<file path="src/rtl/mlp_run_sequencer.sv">
// mlp_run_sequencer: host-side start/done/accuracy initiator for the MLP.
// On go, runs NUM_RUNS passes (MLP reset, start until done, capture accuracy)
// and reports last/best/total accuracy plus sticky status flags.
// Optional feature macro: MLP_RUN_TIMEOUT_EN (per-pass timeout counter + ABORT).
module mlp_run_sequencer #(
  parameter int ACC_WIDTH            = 10,
  parameter int NUMBER_OF_TEST_CASES = 750,
  parameter int NUM_RUNS             = 4,
  parameter int CLOG2_NUM_RUNS       = 2,
  parameter int RST_CYCLES           = 2,
  parameter int TIMEOUT_CYCLES       = 20000,
  parameter int CLOG2_TIMEOUT        = 15
) (
  input  logic                                clk,
  input  logic                                rst,
  input  logic                                go,
  output logic                                busy,
  output logic                                finished,
  output logic                                error_timeout,
  output logic                                error_range,
  output logic [CLOG2_NUM_RUNS-1:0]           run_index,
  output logic [ACC_WIDTH-1:0]                last_accuracy,
  output logic [ACC_WIDTH-1:0]                best_accuracy,
  output logic [ACC_WIDTH+CLOG2_NUM_RUNS-1:0] total_correct,
  output logic                                mlp_rst,
  output logic                                mlp_start,
  input  logic                                mlp_done,
  input  logic [ACC_WIDTH-1:0]                mlp_accuracy
);

  localparam int TW  = ACC_WIDTH + CLOG2_NUM_RUNS;
  localparam int RCW = $clog2(RST_CYCLES + 1);

  typedef enum logic [2:0] {
    S_IDLE, S_CLR, S_RUN, S_CAPTURE, S_ABORT, S_FIN
  } state_t;

  state_t               state, state_nxt;
  logic [RCW-1:0]       rcnt;
  logic                 rst_hold;
  logic                 timeout_hit;
  logic                 last_pass;
  logic                 accept;
  logic [ACC_WIDTH-1:0] acc_p0;

  assign accept    = (state == S_IDLE) && go;
  assign last_pass = (int'(run_index) + 1) >= NUM_RUNS;

`ifdef MLP_RUN_TIMEOUT_EN
  logic [CLOG2_TIMEOUT-1:0] tcnt;

  // Per-pass RUN cycle counter; held at zero outside RUN so it restarts on entry.
  always_ff @(posedge clk) begin
    if (!rst || state != S_RUN) tcnt <= '0;
    else                        tcnt <= tcnt + 1'b1;
  end

  assign timeout_hit = (state == S_RUN) &&
                       (tcnt == CLOG2_TIMEOUT'(TIMEOUT_CYCLES - 1));

  // Sticky timeout flag, cleared only by reset or an accepted go.
  always_ff @(posedge clk) begin
    if (!rst)                 error_timeout <= 1'b0;
    else if (accept)          error_timeout <= 1'b0;
    else if (state == S_ABORT) error_timeout <= 1'b1;
  end
`else
  localparam int unused_timeout_cfg = TIMEOUT_CYCLES + CLOG2_TIMEOUT;
  assign timeout_hit   = 1'b0;
  assign error_timeout = 1'b0;
`endif

  // State register; rst_hold keeps mlp_rst high for the cycle after a reset.
  always_ff @(posedge clk) begin
    if (!rst) begin
      state    <= S_IDLE;
      rst_hold <= 1'b1;
    end else begin
      state    <= state_nxt;
      rst_hold <= 1'b0;
    end
  end

  // MLP reset burst length counter, active only while in CLR.
  always_ff @(posedge clk) begin
    if (!rst || state != S_CLR) rcnt <= '0;
    else                        rcnt <= rcnt + 1'b1;
  end

  // Next-state and Moore outputs; done takes priority over timeout in RUN.
  always_comb begin
    state_nxt = state;
    busy      = (state != S_IDLE);
    mlp_rst   = rst_hold || (state == S_CLR) || (state == S_ABORT);
    mlp_start = (state == S_RUN);
    unique case (state)
      S_IDLE:    if (go) state_nxt = S_CLR;
      S_CLR:     if (rcnt == RCW'(RST_CYCLES - 1)) state_nxt = S_RUN;
      S_RUN: begin
        if (mlp_done)         state_nxt = S_CAPTURE;
        else if (timeout_hit) state_nxt = S_ABORT;
      end
      S_CAPTURE: state_nxt = last_pass ? S_FIN : S_CLR;
      S_ABORT:   state_nxt = S_FIN;
      S_FIN:     state_nxt = S_IDLE;
      default:   state_nxt = S_IDLE;
    endcase
  end

  // Stage p0: register the accuracy on the cycle RUN sees done.
  always_ff @(posedge clk) begin
    if (state == S_RUN && mlp_done) acc_p0 <= mlp_accuracy;
  end

  // Capture stage: update reported results and sticky status flags.
  always_ff @(posedge clk) begin
    if (!rst) begin
      finished      <= 1'b0;
      error_range   <= 1'b0;
      run_index     <= '0;
      last_accuracy <= '0;
      best_accuracy <= '0;
      total_correct <= '0;
    end else begin
      if (accept) begin
        finished      <= 1'b0;
        error_range   <= 1'b0;
        run_index     <= '0;
        last_accuracy <= '0;
        best_accuracy <= '0;
        total_correct <= '0;
      end
      if (state == S_CAPTURE) begin
        last_accuracy <= acc_p0;
        total_correct <= total_correct + TW'(acc_p0);
        if (acc_p0 > best_accuracy) best_accuracy <= acc_p0;
        run_index     <= run_index + 1'b1;
        if (acc_p0 > ACC_WIDTH'(NUMBER_OF_TEST_CASES)) error_range <= 1'b1;
      end
      if (state_nxt == S_FIN) finished <= 1'b1;
    end
  end

endmodule

</file>
<file path="config.mk">
export PLATFORM = sky130hd
export DESIGN_NAME = mlp_run_sequencer
export DESIGN_NICKNAME = d
export VERILOG_FILES = /design/src/rtl/mlp_run_sequencer.sv
export SDC_FILE = /design/constraint.sdc
export NUM_CORES = 1
export LEC_CHECK = 0
export ABC_AREA = 1
export CAP_MARGIN = 30
export CORE_MARGIN = 1.5
export CORE_UTILIZATION = 47
export CTS_CLUSTER_SIZE = 14
export DETAILED_ROUTE_END_ITERATION = 8
export PLACE_DENSITY = 0.77
export SLEW_MARGIN = 20
export SYNTH_ARGS = -nofsm -noshare
export SYNTH_HDL_FRONTEND = slang
export SYNTH_SLANG_ARGS = --single-unit
</file>
<file path="constraint.sdc">
create_clock -name clk -period 1.9 [get_ports clk]
set_clock_uncertainty 0.05 [all_clocks]
set_input_delay 0.19 -clock clk [delete_from_list [all_inputs] [get_ports clk]]
set_output_delay 0.19 -clock clk [all_outputs]
set_load 0.005 [all_outputs]
</file>
==> metrics.cfg <==
[detailed_routing]
vias_per_cell=5.20
dr.pass1.iters=4
postRouteWirelength_um=6620
final_antenna_net_count=0
vias=2612
route.detailed.drc=0
detail_route.iter0.violations=103
wl_per_cell_um=13.2

[clocking]
cts.sinks=52
clockRootBuffer=clkbuf_8
cts_buffer_depth=2
cts_buffers=5
path_clk_slew_ns=0.09
cts_tree=built
htreeDepth=2
worstSkewPairLatency_ns=0.31

[power_and_ir_drop]
power_mw=1.94
peakVddDrop_mv=0.539
p_switching_mw=0.477
power.density_mw_per_mm2=542
sw_frac_of_total=0.246
power_frac_comb=0.077
pwr-share-clk=0.334
p_int_mw=1.46
power_leakage_nw=1.53
seqPwrFrac=0.589

[synthesis]
synthTopCellsByArea=dfxtp_1, nand2_1, edfxtp_1
yosysTopAreaCell=dfxtp_1
syn_area_sq_mm=0.00273
synth_flop_cell=dfxtp_1
synth.most_common_cell=nand2_1
syn_avg_cell_area_sq_um=7.50
yosysUniqueCellTypes=32
synth-edff-count=10
yosysSeqAreaShare=0.418
synthArstFlopShare=0
netlist.area_leader.share=0.308
synth_common_cells=nand2_1, dfxtp_1, nor2_1
ys_warn_count=0
yosys_register_bits=52
syn_nets=401
synth_cells=364

[sta]
finalCriticalPeriod_ns=1.82
drv_slew=0
final-setup-viol-count=0
hold_violations=0
period_share=0.957
max_freq_mhz=550
hold_slack_ns=0.381
rsz0062_at_grt=yes

[finish]
nFillCells=509
final_area_sq_mm=0.00358
syn2layout_area_growth_pct=31.1
final_cell_count_no_fill=502
final_nets=466
utilization=0.646
num_antenna_cells=0
drive_above_1_share=0.123

[die]
die_w_um=79.2
rows=27
core_sq_mm=0.00554
pin_count=54
die_area_sq_mm=0.00628
start_util=0.493
die_y_um=79.2

[worst_setup_path]
path_common_cell=nand2_1
start_kind=flip-flop
crit_type=reg2reg
path_max_fanout=5
critical_path_arrival_ns=1.97
critical_path.cell_chain=ha_1 > nand2_1 > nand2_1 > o21bai_1 > nand2_1 > nand3_1 > a21boi_0 > nor2_1
max_stage_delay_ns=0.52
crit_family=flip-flops
crit_buf_inv=0
critPathCaptureType=flip-flop
cp_data_required_time_ns=2.05
slowest_stage=edfxtp_1

[global_route]
grt_pass1_vias=2356
grt_util_all_layers=0.210
grt_max_degree=29
grt_pass1_wl_um=10400
antenna_found_initial=0
grt_overflow=0

[run_status]
outcome=finished, final reports clean

[place]
dp_hpwl_um=4470
io_buffers=52
placed_cells=485
gp_congestion=0.907
dpl_cell_area_sq_mm=0.00333

[flow_run]
cap_viol_max_count=0

[min_path]
hold_path.class=in2reg

[state kept, by name (all words and copies together) (netlist names), 2 cells and up]
signal and cells:
run_index 2, acc_p0 10, total_correct 12, rcnt 2, last_accuracy 10, best_accuracy 10
state 3
[power groups by stage]
stage	clock (mW)	combinational [mW]	sequential (mW)
after floorplan	0	0.0830	1.17
after global placement	0	0.143	1.17
after detailed placement	0	0.144	1.17
after CTS	0.648	0.145	1.14
after global routing	0.695	0.166	1.14
final	0.648	0.150	1.14
[placed cells by master, fill, tap and decap left out, drive strengths merged]
cell | netlist | routed
edfxtp | 10 | 10
clkdlybuf4s50 | 0 | 52
buf | 9 | 15
nand2 | 119 | 120
a21oi | 35 | 35
o21a | 2 | 2
nand3 | 20 | 20
a21o | 2 | 2
clkbuf | 1 | 6
or2 | 1 | 1
o21ai | 5 | 5
dfxtp | 42 | 42
clkinv | 0 | 1
inv | 35 | 36
a41oi | 1 | 1
o21bai | 5 | 5
fa | 1 | 1
nand3b | 3 | 3
conb | 1 | 1
a21boi | 3 | 3
ha | 22 | 22
nand4 | 3 | 3
nor2 | 40 | 40
nor3 | 4 | 4
[worst reg2reg max path, stage by stage, from the launching register on]
cell and delay, ns:
edfxtp_1 0.52, ha_1 0.39, nand2_1 0.09, nand2_1 0.08, o21bai_1 0.19, nand2_1 0.07, nand3_1 0.08, a21boi_0 0.19
nor2_1 0.07
[metal layers]
metal / up-vias / global-route usage / part of all wire
li1: 1302 / - / -
met1: 1221 / 0.273 / 0.46
met2: 73 / 0.350 / 0.46
met3: 16 / 0.0425 / 0.052
met4: 0 / 0.0649 / 0.024
met5: - / 0 / 0
[metrics by stage]
stage,setup TNS (ns),setup slack [ns]
floorplan,0,0.105
global placement,0,0.0602
detailed placement,0,0.00772
CTS,0,0.000864
global route,-0.0929,-0.0248
finish,0,0.0818
[repair_timing]
item,CTS,global route
hold buffers,0,0
buffers inserted,1,7
endpoints found under the setup margin,2,17
resized for setup,1,19
cloned,0,1
pin swaps,0,5
endpoints found under the hold margin,0,0
[path summary, 6_finish.rpt]
| kind | end | slack (ns) | cells past startpoint | start |
|---|---|---|---|---|
| min reg2reg | rcnt[0] | 0.39 | 1 | rcnt[0] |
| min | acc_p0[8] | 0.38 | 1 | mlp_accuracy[8] |
| max reg2reg | total_correct[11] | 0.08 | 8 | acc_p0[6] |
| max | total_correct[11] | 0.08 | 8 | acc_p0[6] |
[layout make-up]
type                    count  area (sq um)  share of cell area
multi-input cells         268          1490               0.417
well taps                  72          90.1              0.0252
flip-flops and latches     52          1140               0.319
inverters                  35           134              0.0374
clock buffers               6          72.6              0.0203
repair buffers             67           633               0.177
clock inverters             2          15.0             0.00419
[kinds of logic after synthesis]
group,Yosys count,synth area share
AO/OA/AOI/OAI,53,0.110
adder cells (fa/ha/maj),23,0.108
buffers and inverters,45,0.0729
flip-flops,52,0.418
other,1,0.00137
AND/OR/NAND/NOR,190,0.290
Power figures use the tool's default switching activity.
